$ cat config.mk
export PLATFORM = sky130hd
export DESIGN_NAME = fifo_wr_arbiter_flat
export DESIGN_NICKNAME = d
export VERILOG_FILES = /design/src/rtl/fifo_arb_pkg.sv /design/src/rtl/fifo_wr_arbiter_if.sv /design/src/rtl/fifo_wr_arbiter_rr_picker.sv /design/src/rtl/fifo_wr_arbiter.sv /design/src/flat_wrapper.sv
export SDC_FILE = /design/constraint.sdc
export NUM_CORES = 1
export LEC_CHECK = 0
export CAP_MARGIN = 25
export CORE_UTILIZATION = 31
export CTS_CLUSTER_SIZE = 24
export DETAILED_ROUTE_END_ITERATION = 10
export PLACE_DENSITY_LB_ADDON = 0.15
export SKIP_CTS_REPAIR_TIMING = 1
export SYNTH_ARGS = -nofsm -noshare
export SYNTH_HDL_FRONTEND = slang
export SYNTH_SLANG_ARGS = --single-unit
$ cat constraint.sdc
create_clock -name clk -period 2.65 [get_ports clk]
set_input_delay 0.6625 -clock clk [delete_from_list [all_inputs] [get_ports clk]]
set_output_delay 0.6625 -clock clk [all_outputs]
set_load 0.01 [all_outputs]
$ cat src/rtl/fifo_arb_pkg.sv
// fifo_arb_pkg: shared state encoding, stat width and round-robin index wrap for fifo_wr_arbiter
package fifo_arb_pkg;
  typedef enum logic {IDLE, BURST} state_t;
  localparam int STAT_W = 16;
  function automatic int rr_wrap(input int idx, input int n);
    return idx >= n ? idx - n : idx;
  endfunction
endpackage

$ cat src/rtl/fifo_wr_arbiter_if.sv
// fifo_wr_arbiter_if: producer valid/ready/data/last bundle plus the FIFO write-side signals
interface fifo_wr_arbiter_if #(
  parameter int NUM_REQ    = 4,
  parameter int DATA_WIDTH = 8
);
  logic [NUM_REQ-1:0]            req_valid;
  logic [NUM_REQ*DATA_WIDTH-1:0] req_data;
  logic [NUM_REQ-1:0]            req_last;
  logic [NUM_REQ-1:0]            req_ready;
  logic                          fifo_we;
  logic [DATA_WIDTH-1:0]         fifo_wdata;
  logic                          fifo_full;
  logic                          fifo_pop;
  modport master (
    output req_valid, req_data, req_last, fifo_full, fifo_pop,
    input  req_ready, fifo_we, fifo_wdata
  );
  modport slave (
    input  req_valid, req_data, req_last, fifo_full, fifo_pop,
    output req_ready, fifo_we, fifo_wdata
  );
endinterface

$ cat src/rtl/fifo_wr_arbiter_rr_picker.sv
// rr_picker: combinational round-robin search for the first valid requester starting at rr_ptr
module rr_picker
  import fifo_arb_pkg::*;
#(
  parameter int NUM_REQ = 4,
  localparam int IW = $clog2(NUM_REQ)
) (
  input  logic [NUM_REQ-1:0] req_i,
  input  logic [IW-1:0]      rr_ptr_i,
  output logic               any_valid_o,
  output logic [IW-1:0]      winner_o
);
  // scan farthest-first so the candidate closest to rr_ptr is the one left standing
  always_comb begin
    any_valid_o = |req_i;
    winner_o    = '0;
    for (int k = NUM_REQ - 1; k >= 0; k--)
      if (req_i[rr_wrap(int'(rr_ptr_i) + k, NUM_REQ)]) winner_o = IW'(rr_wrap(int'(rr_ptr_i) + k, NUM_REQ));
  end
endmodule

$ cat src/rtl/fifo_wr_arbiter.sv
// fifo_wr_arbiter: round-robin, burst-locking arbiter sharing one FIFO write port, credit based; ARB_STATS_EN adds beat counters
module fifo_wr_arbiter
  import fifo_arb_pkg::*;
#(
  parameter int NUM_REQ    = 4,
  parameter int DATA_WIDTH = 8,
  parameter int FIFO_DEPTH = 8,
  parameter int MAX_BURST  = 4,
  localparam int IW = $clog2(NUM_REQ),
  localparam int CW = $clog2(FIFO_DEPTH + 1),
  localparam int BW = $clog2(MAX_BURST + 1)
) (
  input  logic                      clk,
  input  logic                      rst,
  fifo_wr_arbiter_if.slave          bus,
  output logic [IW-1:0]             owner,
  output logic                      busy,
  output logic [CW-1:0]             credits,
  output logic                      credit_err,
  output logic [NUM_REQ*STAT_W-1:0] stat_beats
);
  state_t        state_q, state_d;
  logic [IW-1:0] rr_ptr_q, rr_ptr_d, owner_q, owner_d, winner;
  logic [BW-1:0] beat_cnt_q, beat_cnt_d;
  logic [CW-1:0] credits_q, credits_d;
  logic          credit_err_q, credit_err_d, any_valid, can_wr, transfer;
  rr_picker #(.NUM_REQ(NUM_REQ)) u_pick (
    .req_i      (bus.req_valid),
    .rr_ptr_i   (rr_ptr_q),
    .any_valid_o(any_valid),
    .winner_o   (winner)
  );
  assign can_wr         = state_q == BURST && credits_q != '0 && !bus.fifo_full && !rst;
  assign transfer       = can_wr && bus.req_valid[owner_q];
  assign bus.req_ready  = can_wr ? NUM_REQ'(1) << owner_q : '0;
  assign bus.fifo_we    = transfer;
  assign bus.fifo_wdata = transfer ? bus.req_data[int'(owner_q)*DATA_WIDTH +: DATA_WIDTH] : '0;
  assign owner          = owner_q;
  assign busy           = state_q == BURST;
  assign credits        = credits_q;
  assign credit_err     = credit_err_q;
  // grant on a free slot, then hold the owner until its last beat or the burst cap
  always_comb begin
    state_d    = state_q;
    rr_ptr_d   = rr_ptr_q;
    owner_d    = owner_q;
    beat_cnt_d = beat_cnt_q;
    if (state_q == IDLE && any_valid && credits_q != '0) begin
      state_d    = BURST;
      owner_d    = winner;
      beat_cnt_d = '0;
    end
    if (transfer) begin
      beat_cnt_d = beat_cnt_q + 1'b1;
      if (bus.req_last[owner_q] || beat_cnt_q == BW'(MAX_BURST - 1)) begin
        state_d  = IDLE;
        rr_ptr_d = IW'(rr_wrap(int'(owner_q) + 1, NUM_REQ));
      end
    end
  end
  // free-slot tracking; a pop with nothing outstanding is flagged instead of overflowing
  always_comb begin
    credits_d    = credits_q;
    credit_err_d = credit_err_q;
    if (transfer && !bus.fifo_pop) credits_d = credits_q - 1'b1;
    else if (bus.fifo_pop && !transfer && credits_q == CW'(FIFO_DEPTH)) credit_err_d = 1'b1;
    else if (bus.fifo_pop && !transfer) credits_d = credits_q + 1'b1;
  end
  // state registers
  always_ff @(posedge clk) begin
    if (rst) begin
      state_q      <= IDLE;
      rr_ptr_q     <= '0;
      owner_q      <= '0;
      beat_cnt_q   <= '0;
      credits_q    <= CW'(FIFO_DEPTH);
      credit_err_q <= 1'b0;
    end else begin
      state_q      <= state_d;
      rr_ptr_q     <= rr_ptr_d;
      owner_q      <= owner_d;
      beat_cnt_q   <= beat_cnt_d;
      credits_q    <= credits_d;
      credit_err_q <= credit_err_d;
    end
  end
`ifdef ARB_STATS_EN
  logic [NUM_REQ-1:0][STAT_W-1:0] stat_q;
  // saturating per-requester count of accepted beats
  always_ff @(posedge clk) begin
    for (int i = 0; i < NUM_REQ; i++)
      if (rst) stat_q[i] <= '0;
      else if (transfer && owner_q == IW'(i) && stat_q[i] != '1) stat_q[i] <= stat_q[i] + 1'b1;
  end
  assign stat_beats = stat_q;
`else
  assign stat_beats = '0;
`endif
endmodule

$ cat src/flat_wrapper.sv
// flat-port wrapper written by rule: the top's interface ports become plain ports
module fifo_wr_arbiter_flat import fifo_arb_pkg::*;
#(
  parameter int NUM_REQ    = 4,
  parameter int DATA_WIDTH = 8,
  parameter int FIFO_DEPTH = 8,
  parameter int MAX_BURST  = 4,
  localparam int IW = $clog2(NUM_REQ),
  localparam int CW = $clog2(FIFO_DEPTH + 1),
  localparam int BW = $clog2(MAX_BURST + 1)
)
  (clk, rst, owner, busy, credits, credit_err, stat_beats, bus_req_valid, bus_req_data, bus_req_last, bus_fifo_full, bus_fifo_pop, bus_req_ready, bus_fifo_we, bus_fifo_wdata);
  fifo_wr_arbiter_if #(.NUM_REQ(NUM_REQ), .DATA_WIDTH(DATA_WIDTH)) bus_i ();
  input  logic clk;
  input  logic rst;
  output logic [IW-1:0] owner;
  output logic busy;
  output logic [CW-1:0] credits;
  output logic credit_err;
  output logic [NUM_REQ*STAT_W-1:0] stat_beats;
  input wire logic [$bits(bus_i.req_valid)-1:0] bus_req_valid;
  input wire logic [$bits(bus_i.req_data)-1:0] bus_req_data;
  input wire logic [$bits(bus_i.req_last)-1:0] bus_req_last;
  input wire logic [$bits(bus_i.fifo_full)-1:0] bus_fifo_full;
  input wire logic [$bits(bus_i.fifo_pop)-1:0] bus_fifo_pop;
  output wire logic [$bits(bus_i.req_ready)-1:0] bus_req_ready;
  output wire logic [$bits(bus_i.fifo_we)-1:0] bus_fifo_we;
  output wire logic [$bits(bus_i.fifo_wdata)-1:0] bus_fifo_wdata;
  assign bus_i.req_valid = bus_req_valid;
  assign bus_i.req_data = bus_req_data;
  assign bus_i.req_last = bus_req_last;
  assign bus_i.fifo_full = bus_fifo_full;
  assign bus_i.fifo_pop = bus_fifo_pop;
  assign bus_req_ready = bus_i.req_ready;
  assign bus_fifo_we = bus_i.fifo_we;
  assign bus_fifo_wdata = bus_i.fifo_wdata;
  fifo_wr_arbiter #(.NUM_REQ(NUM_REQ), .DATA_WIDTH(DATA_WIDTH), .FIFO_DEPTH(FIFO_DEPTH), .MAX_BURST(MAX_BURST)) u_core (.clk(clk), .rst(rst), .bus(bus_i), .owner(owner), .busy(busy), .credits(credits), .credit_err(credit_err), .stat_beats(stat_beats));
endmodule
### Word-level counts from Yosys, hierarchy flattened

Cells that the tools add are included.

| operators by class | value |
|---|---|
| equality and inequality tests | 3 |
| reductions and logical operators | 21 |
| shift operators | 2 |
| add/subtract/negate cells | 12 |
| $lt $le $gt $ge | 10 |
| muxes and demuxes | 35 |
| bitwise operators | 2 |

Operators with widths:

| operator | number |
|---|---|
| 32-bit by 4-bit < comparator with 1-bit output (second input constant) | 4 |
| 32-bit 2-to-1 mux | 4 |
| 32-bit by 6-bit indexed part select with 8-bit output | 1 |
| 4-bit 2-to-1 mux | 4 |
| 1-bit 2-to-1 mux | 13 |
| 1-bit binary-select mux with 2-bit select | 6 |
| 3-bit greater-or-equal comparator (second input constant) | 4 |
| 3-bit by 3-bit subtractor with 4-bit output (second input constant) | 3 |
| 2-bit 2-to-1 mux | 5 |
| 1-bit logical AND | 9 |
| 8-bit 2-to-1 mux | 1 |
| 2-bit by 1-bit adder with 3-bit output (second input constant) | 2 |
| 2-bit by 2-bit adder with 3-bit output (second input constant) | 2 |
| 3-bit 2-to-1 mux | 2 |
| 2-bit AND reduction | 3 |
| 4-bit by 1-bit adder with 4-bit output (second input constant) | 1 |
| 4-bit equality test (second input constant) | 1 |
| 1-bit zero test | 4 |
| 2-bit nonzero test | 2 |
| 4-bit nonzero test | 1 |
| 4-bit OR reduction | 1 |
| 1-bit by 2-bit << shifter with 4-bit output (first input constant) | 1 |
| 2-bit by 3-bit subtractor with 4-bit output (second input constant) | 1 |
| 4-bit by 1-bit subtractor with 4-bit output (second input constant) | 1 |
| 8 further kinds | 9 |

| storage, ports and cells | value |
|---|---|
| register bits | 13 |
| word-level logic and storage cells | 91 |
| bits of input ports | 44 |
| output and inout port bits | 85 |

### Depth between registers and ports, before layout

| logic depth | value |
|---|---|
| word-level depth | 10 |
| gate-level depth with buffers | 12 |
| gate-level depth less buffers | 10 |

### By module

A second synthesis with hierarchy kept.

| unflattened totals | value |
|---|---|
| cell total of the unflattened synthesis | 184 |
| area, all modules | 1,660.3 µm² |

By module, submodules not included:

| module | times used | cells each | area an instance (µm²) | sequential area each (µm²) |
|---|---|---|---|---|
| fifo_wr_arbiter | 1 | 171 | 1,582.8 | 260.2 |
| rr_picker | 1 | 13 | 77.6 | 0.0 |

### Least setup slack after synthesis

No wires, ideal clock.

| timing | value |
|---|---|
| path type | input port to flip-flop |
| start | in bus_req_valid[3] |
| end | reg u_core.credits_q[2] (netlist: u_core.credits[2]) |
| slack | -0.145 ns |
| data arrival time | 2.724 ns |
| stages | 11 |
| data required time | 2.579 ns |
| library setup time | 0.071 ns |
| path buffers | 1 |
| cells stage by stage | mux4_2 > nand3_4 > inv_2 > buf_2 > ha_1 > xor2_1 > ha_1 > a21oi_1 > xor2_1 > or3_1 > a21oi_1 |

| between the ends | value |
|---|---|
| cells in the longest elaborated chain, start to end | 8 |
| elaborated cells on any way between the ends | 11 |
| those cells by class | eq/ne: 1; mux: 3; reduce/logical: 7 |

Ends and longest elaborated chain:

| element | RTL line | text |
|---|---|---|
| start: declaration | flat_wrapper.sv:21 | `input wire logic [$bits(bus_i.req_valid)-1:0] bus_req_valid;` |
| 1-bit binary-select mux with 2-bit select (*) | fifo_wr_arbiter.sv:34 | `assign transfer = can_wr && bus.req_valid[owner_q];` |
| 1-bit 2-to-1 mux (not written as such) (*) | fifo_wr_arbiter.sv:34 |  |
| 1-bit logical AND (*) | fifo_wr_arbiter.sv:34 |  |
| via bus_fifo_we | flat_wrapper.sv:27 | `output wire logic [$bits(bus_i.fifo_we)-1:0] bus_fifo_we;` |
| 1-bit zero test | fifo_wr_arbiter.sv:66, fifo_wr_arbiter.sv:67 |  |
| 1-bit logical AND | fifo_wr_arbiter.sv:66, fifo_wr_arbiter.sv:67 |  |
| 1-bit logical AND | fifo_wr_arbiter.sv:66 | `else if (bus.fifo_pop && !transfer && credits_q == CW'(FIFO_DEPTH)) credit_err_d = 1'b1;` |
| 2-bit by 1-bit != test with 1-bit output (no source line) | n/a |  |
| 2-bit AND reduction (no source line) | n/a |  |
| end signal: assignment | fifo_wr_arbiter.sv:76 | `credits_q <= CW'(FIFO_DEPTH);` |
| end signal: assignment | fifo_wr_arbiter.sv:83 | `credits_q <= credits_d;` |
| end: declaration | fifo_wr_arbiter.sv:25 | `logic [CW-1:0] credits_q, credits_d;` |

The timed path passes the listed nets; every way through them passes the cells marked *. The select of a mux whose other input is x is not followed.
A chain may end at the register's enable or synchronous reset.

### Final worst setup path

| timing | value |
|---|---|
| start | in bus_req_valid[1] |
| end | out bus_fifo_wdata[7] |

| between the ends | value |
|---|---|
| cells in the longest elaborated chain, start to end | 4 |

Ends and longest elaborated chain:

| element | RTL line | text |
|---|---|---|
| 1-bit binary-select mux with 2-bit select | fifo_wr_arbiter.sv:34 |  |
| 1-bit 2-to-1 mux (not written as such) | fifo_wr_arbiter.sv:34 |  |
| 1-bit logical AND | fifo_wr_arbiter.sv:34 |  |
| 8-bit 2-to-1 mux | fifo_wr_arbiter.sv:37 | `assign bus.fifo_wdata = transfer ? bus.req_data[int'(owner_q)*DATA_WIDTH +: DATA_WIDTH] : '0;` |
| end: declaration | flat_wrapper.sv:28 | `output wire logic [$bits(bus_i.fifo_wdata)-1:0] bus_fifo_wdata;` |

No other way between the ends. The select of a mux whose other input is x is not followed.

==> out/qor.csv <==
stage;metric;value;unit
logic_synthesis;ys_warn_count;0;
floorplan;initial_core_util;32.28;%
layout;areaGrowthSynthToFinish;44.72;%
clock_tree;cts_num_sinks;13;
clock_tree;clock_path_buffers;2;
place;place.detailed.hpwl;3066;microns
layout;drive_gt1_share;18.08;%
worst_setup_path;rr_worst_depth;11;
clock_tree;cts_made_buffers;3;
timing;fmax;387.3;MHz
worst_setup_path;path_class;in -> out;
routing;wl;3680;microns
timing;period_minus_slack;2.582;ns
global_route;grt_pass1_wl;5920;microns
routing;antenna_left;0;
layout;fill_cells;512;
clock_tree;root_buffer;clkbuf_8;
power_and_ir_drop;sw_frac_of_total;31.54;%
clock_tree;cts_tree;built;
worst_setup_path;worstPathArrival;1.92;ns
floorplan;die_area;5648;sq um
global_route;grt_pass1_vias;1245;
global_route;antenna_found_initial;0;
timing;finalCritPeriodShare;97.43;%
clock_tree;htreeDepth;1;
hold_path;hp-start;u_core.beat_cnt_q[2]$_SDFFE_PP0P_;
worst_setup_path;crit_required;1.99;ns
logic_synthesis;yosysSeqAreaShare;15.69;%
logic_synthesis;ys_ff_latch;13;
place;port_buffers;64;
hold_path;holdPathStages;2;
logic_synthesis;synth_ff_type;dfxtp_1;
power_and_ir_drop;total_power;689.2;uW
logic_synthesis;synth.avg_cell_area;8.872;sq um
logic_synthesis;netlist-cell-type-count;45;
worst_setup_path;critical_path.startpoint_type;input pin;
hold_path;hold_path.class;reg -> reg;
power_and_ir_drop;switchingPower;217.4;uW
power_and_ir_drop;irDropWorstVdd;0.1486;mV
routing;drt_iter0_drc;24;
timing;finClkSkew;0.001754;ns
floorplan;fp.dieH;75.16;microns
layout;antenna_cells;0;
clock_tree;clk_latency;0.24;ns
worst_setup_path;critPathMaxFanout;9;
hold_path;min_to;u_core.beat_cnt_q[2]$_SDFFE_PP0P_;
timing;setup_viol;0;
logic_synthesis;synth_cells;187;
global_route;grtUsageTotal;13.67;%
floorplan;core;5140;sq um
floorplan;rows;26;
routing;drc;0;
timing;maxSlewViolCount;0;
power_and_ir_drop;p_clk_share;25.9;%
layout;final_util;46.71;%
job;max_cap_viol_count;0;
power_and_ir_drop;seqPwrFrac;31.3;%
global_route;grt_max_degree;15;
worst_setup_path;reg2reg_from;u_core.owner[0]$_SDFFE_PP0P_;
run_status;status;finished, final reports clean;
worst_setup_path;rrSetupSlack;0.25;ns
routing;drt_pre_antenna_iters;4;
logic_synthesis;async_reset_ff_share;0;%
worst_setup_path;timing.rr.end;u_core.credits[2]$_SDFFE_PP0P_;
logic_synthesis;syn_area;1659;sq um
logic_synthesis;synth-edff-count;0;
power_and_ir_drop;powerDensity;287.0;nW/um^2
floorplan;pin_count;129;
power_and_ir_drop;leakage;1.263;nW
clock_tree;clk_pin_slew;0.06;ns
power_and_ir_drop;internal-power;471.8;uW
routing;via_count;1422;
routing;wl_per_cell;10.79;microns
layout;nNetsFinal;326;
place;gp_congestion;0.7454;
global_route;gr-total-overflow;0;
floorplan;die_w;75.16;microns
routing;vias_per_cell;4.170;
timing;hold_violations;0;
worst_setup_path;end_kind;primary output;
power_and_ir_drop;share_comb_of_total_power;42.8;%
==> how the worst max path moves through the flow <==
stage / from / endpoint / slack (ns) / cells after the start
after detailed placement: bus_req_valid[1] / u_core.credits[2]$_SDFFE_PP0P_ / -0.53 / 12
after global placement: bus_req_valid[1] / u_core.credits[2]$_SDFFE_PP0P_ / -0.50 / 12
after CTS: bus_req_valid[1] / bus_fifo_wdata[7] / -0.51 / 6
after floorplan: bus_req_valid[3] / u_core.credits[2]$_SDFFE_PP0P_ / 0.02 / 11
final: bus_req_valid[1] / bus_fifo_wdata[7] / 0.07 / 7
after global routing: bus_req_valid[1] / u_core.credits[2]$_SDFFE_PP0P_ / -0.007 / 12
==> power groups by stage <==
stage	sequential, mW	clock, mW	combinational, mW
final	0.216	0.178	0.295
after global routing	0.218	0.196	0.328
after global placement	0.220	0	0.295
after CTS	0.216	0.183	0.296
after detailed placement	0.220	0	0.295
after floorplan	0.231	0	0.214
==> placed cells by master (no fill, tap or decap), drive strengths merged, types with 3 or more instances in the layout <==
cell / n
mux4: 10
nor2: 6
nand2: 4
conb: 64
ha: 10
and3: 4
inv: 8
and2: 9
a21oi: 9
nand3: 5
nor3: 6
clkdlybuf4s50: 45
nor2b: 3
dfxtp: 13
nand2b: 4
dlymetal6s2s: 15
buf: 22
clkbuf: 8
==> metrics by stage <==
step	setup slack [ns]	setup TNS (ns)	hold slack (ns)	cells	instance area (sq um)
after floorplan	0.01913	0	0.4479	250	1914
final	0.06810	0	0.4699	341	2401
after CTS	-0.5119	-6.085	0.4724	340	2346
after global placement	-0.4981	-6.977	0.4627	336	2301
after global routing	-0.007355	-0.007355	0.5011	341	2401
after detailed placement	-0.5269	-7.184	0.4643	336	2301
==> area by class of cell <==
class                           count  area, sq um  area share, %
Inverter                            8        37.54          1.563
Tap cell                           70        87.58          3.648
Sequential cell                    13        260.3          10.84
Timing Repair Buffer               86        848.3          35.33
Clock buffer                        4        45.04          1.876
Multi-Input combinational cell    160         1122          46.74
==> kinds of logic after synthesis <==
kind of cell | count (synthesis) | synth area share (%)
adders and majority gates | 10 | 7.541
AOI/OAI and AO/OA | 22 | 9.201
muxes | 11 | 14.63
buffers and inverters | 77 | 32.50
xor gates and xnor gates | 3 | 1.584
other | 1 | 0.2260
and+or+nand+nor | 50 | 18.63
DFF | 13 | 15.69
==> synthesized netlist by cell type (3+ instances only) <==
cell | count | area, sq um
a21oi_1 | 9 | 45.04
and2_1 | 8 | 50.05
and3_1 | 4 | 25.02
buf_4 | 64 | 480.5
dfxtp_1 | 13 | 260.3
ha_1 | 10 | 125.1
inv_1 | 7 | 26.28
mux4_2 | 8 | 180.2
nand2_1 | 4 | 15.01
nand2b_1 | 4 | 25.02
nand3_1 | 4 | 20.02
nor2_1 | 6 | 22.52
nor2b_1 | 3 | 18.77
nor3_1 | 5 | 25.02
==> sequential cells by signal, summed over array words and instances (netlist names) <==
register / cells
u_core.busy: 1
u_core.owner: 2
u_core.credits: 4
u_core.rr_ptr_q: 2
u_core.credit_err: 1
u_core.beat_cnt_q: 3
==> critical path: stages <==
cell and delay [ns]:
dlymetal6s2s_1 0.18, mux4_2 0.51, nand3_4 0.11, inv_8 0.04, buf_12 0.12, and2_1 0.12
dlymetal6s2s_1 0.17
==> per-layer routing <==
layer / wire length (microns) / track usage, % / up-vias
met2: 1948 / 25.23 / 57
li1: - / - / 696
met1: 1556 / 17.06 / 667
met3: 156 / 1.473 / 2
met4: 19 / 3.086 / 0
met5: 0 / 0 / -
Note: power is estimated with default switching activity, not from simulation.
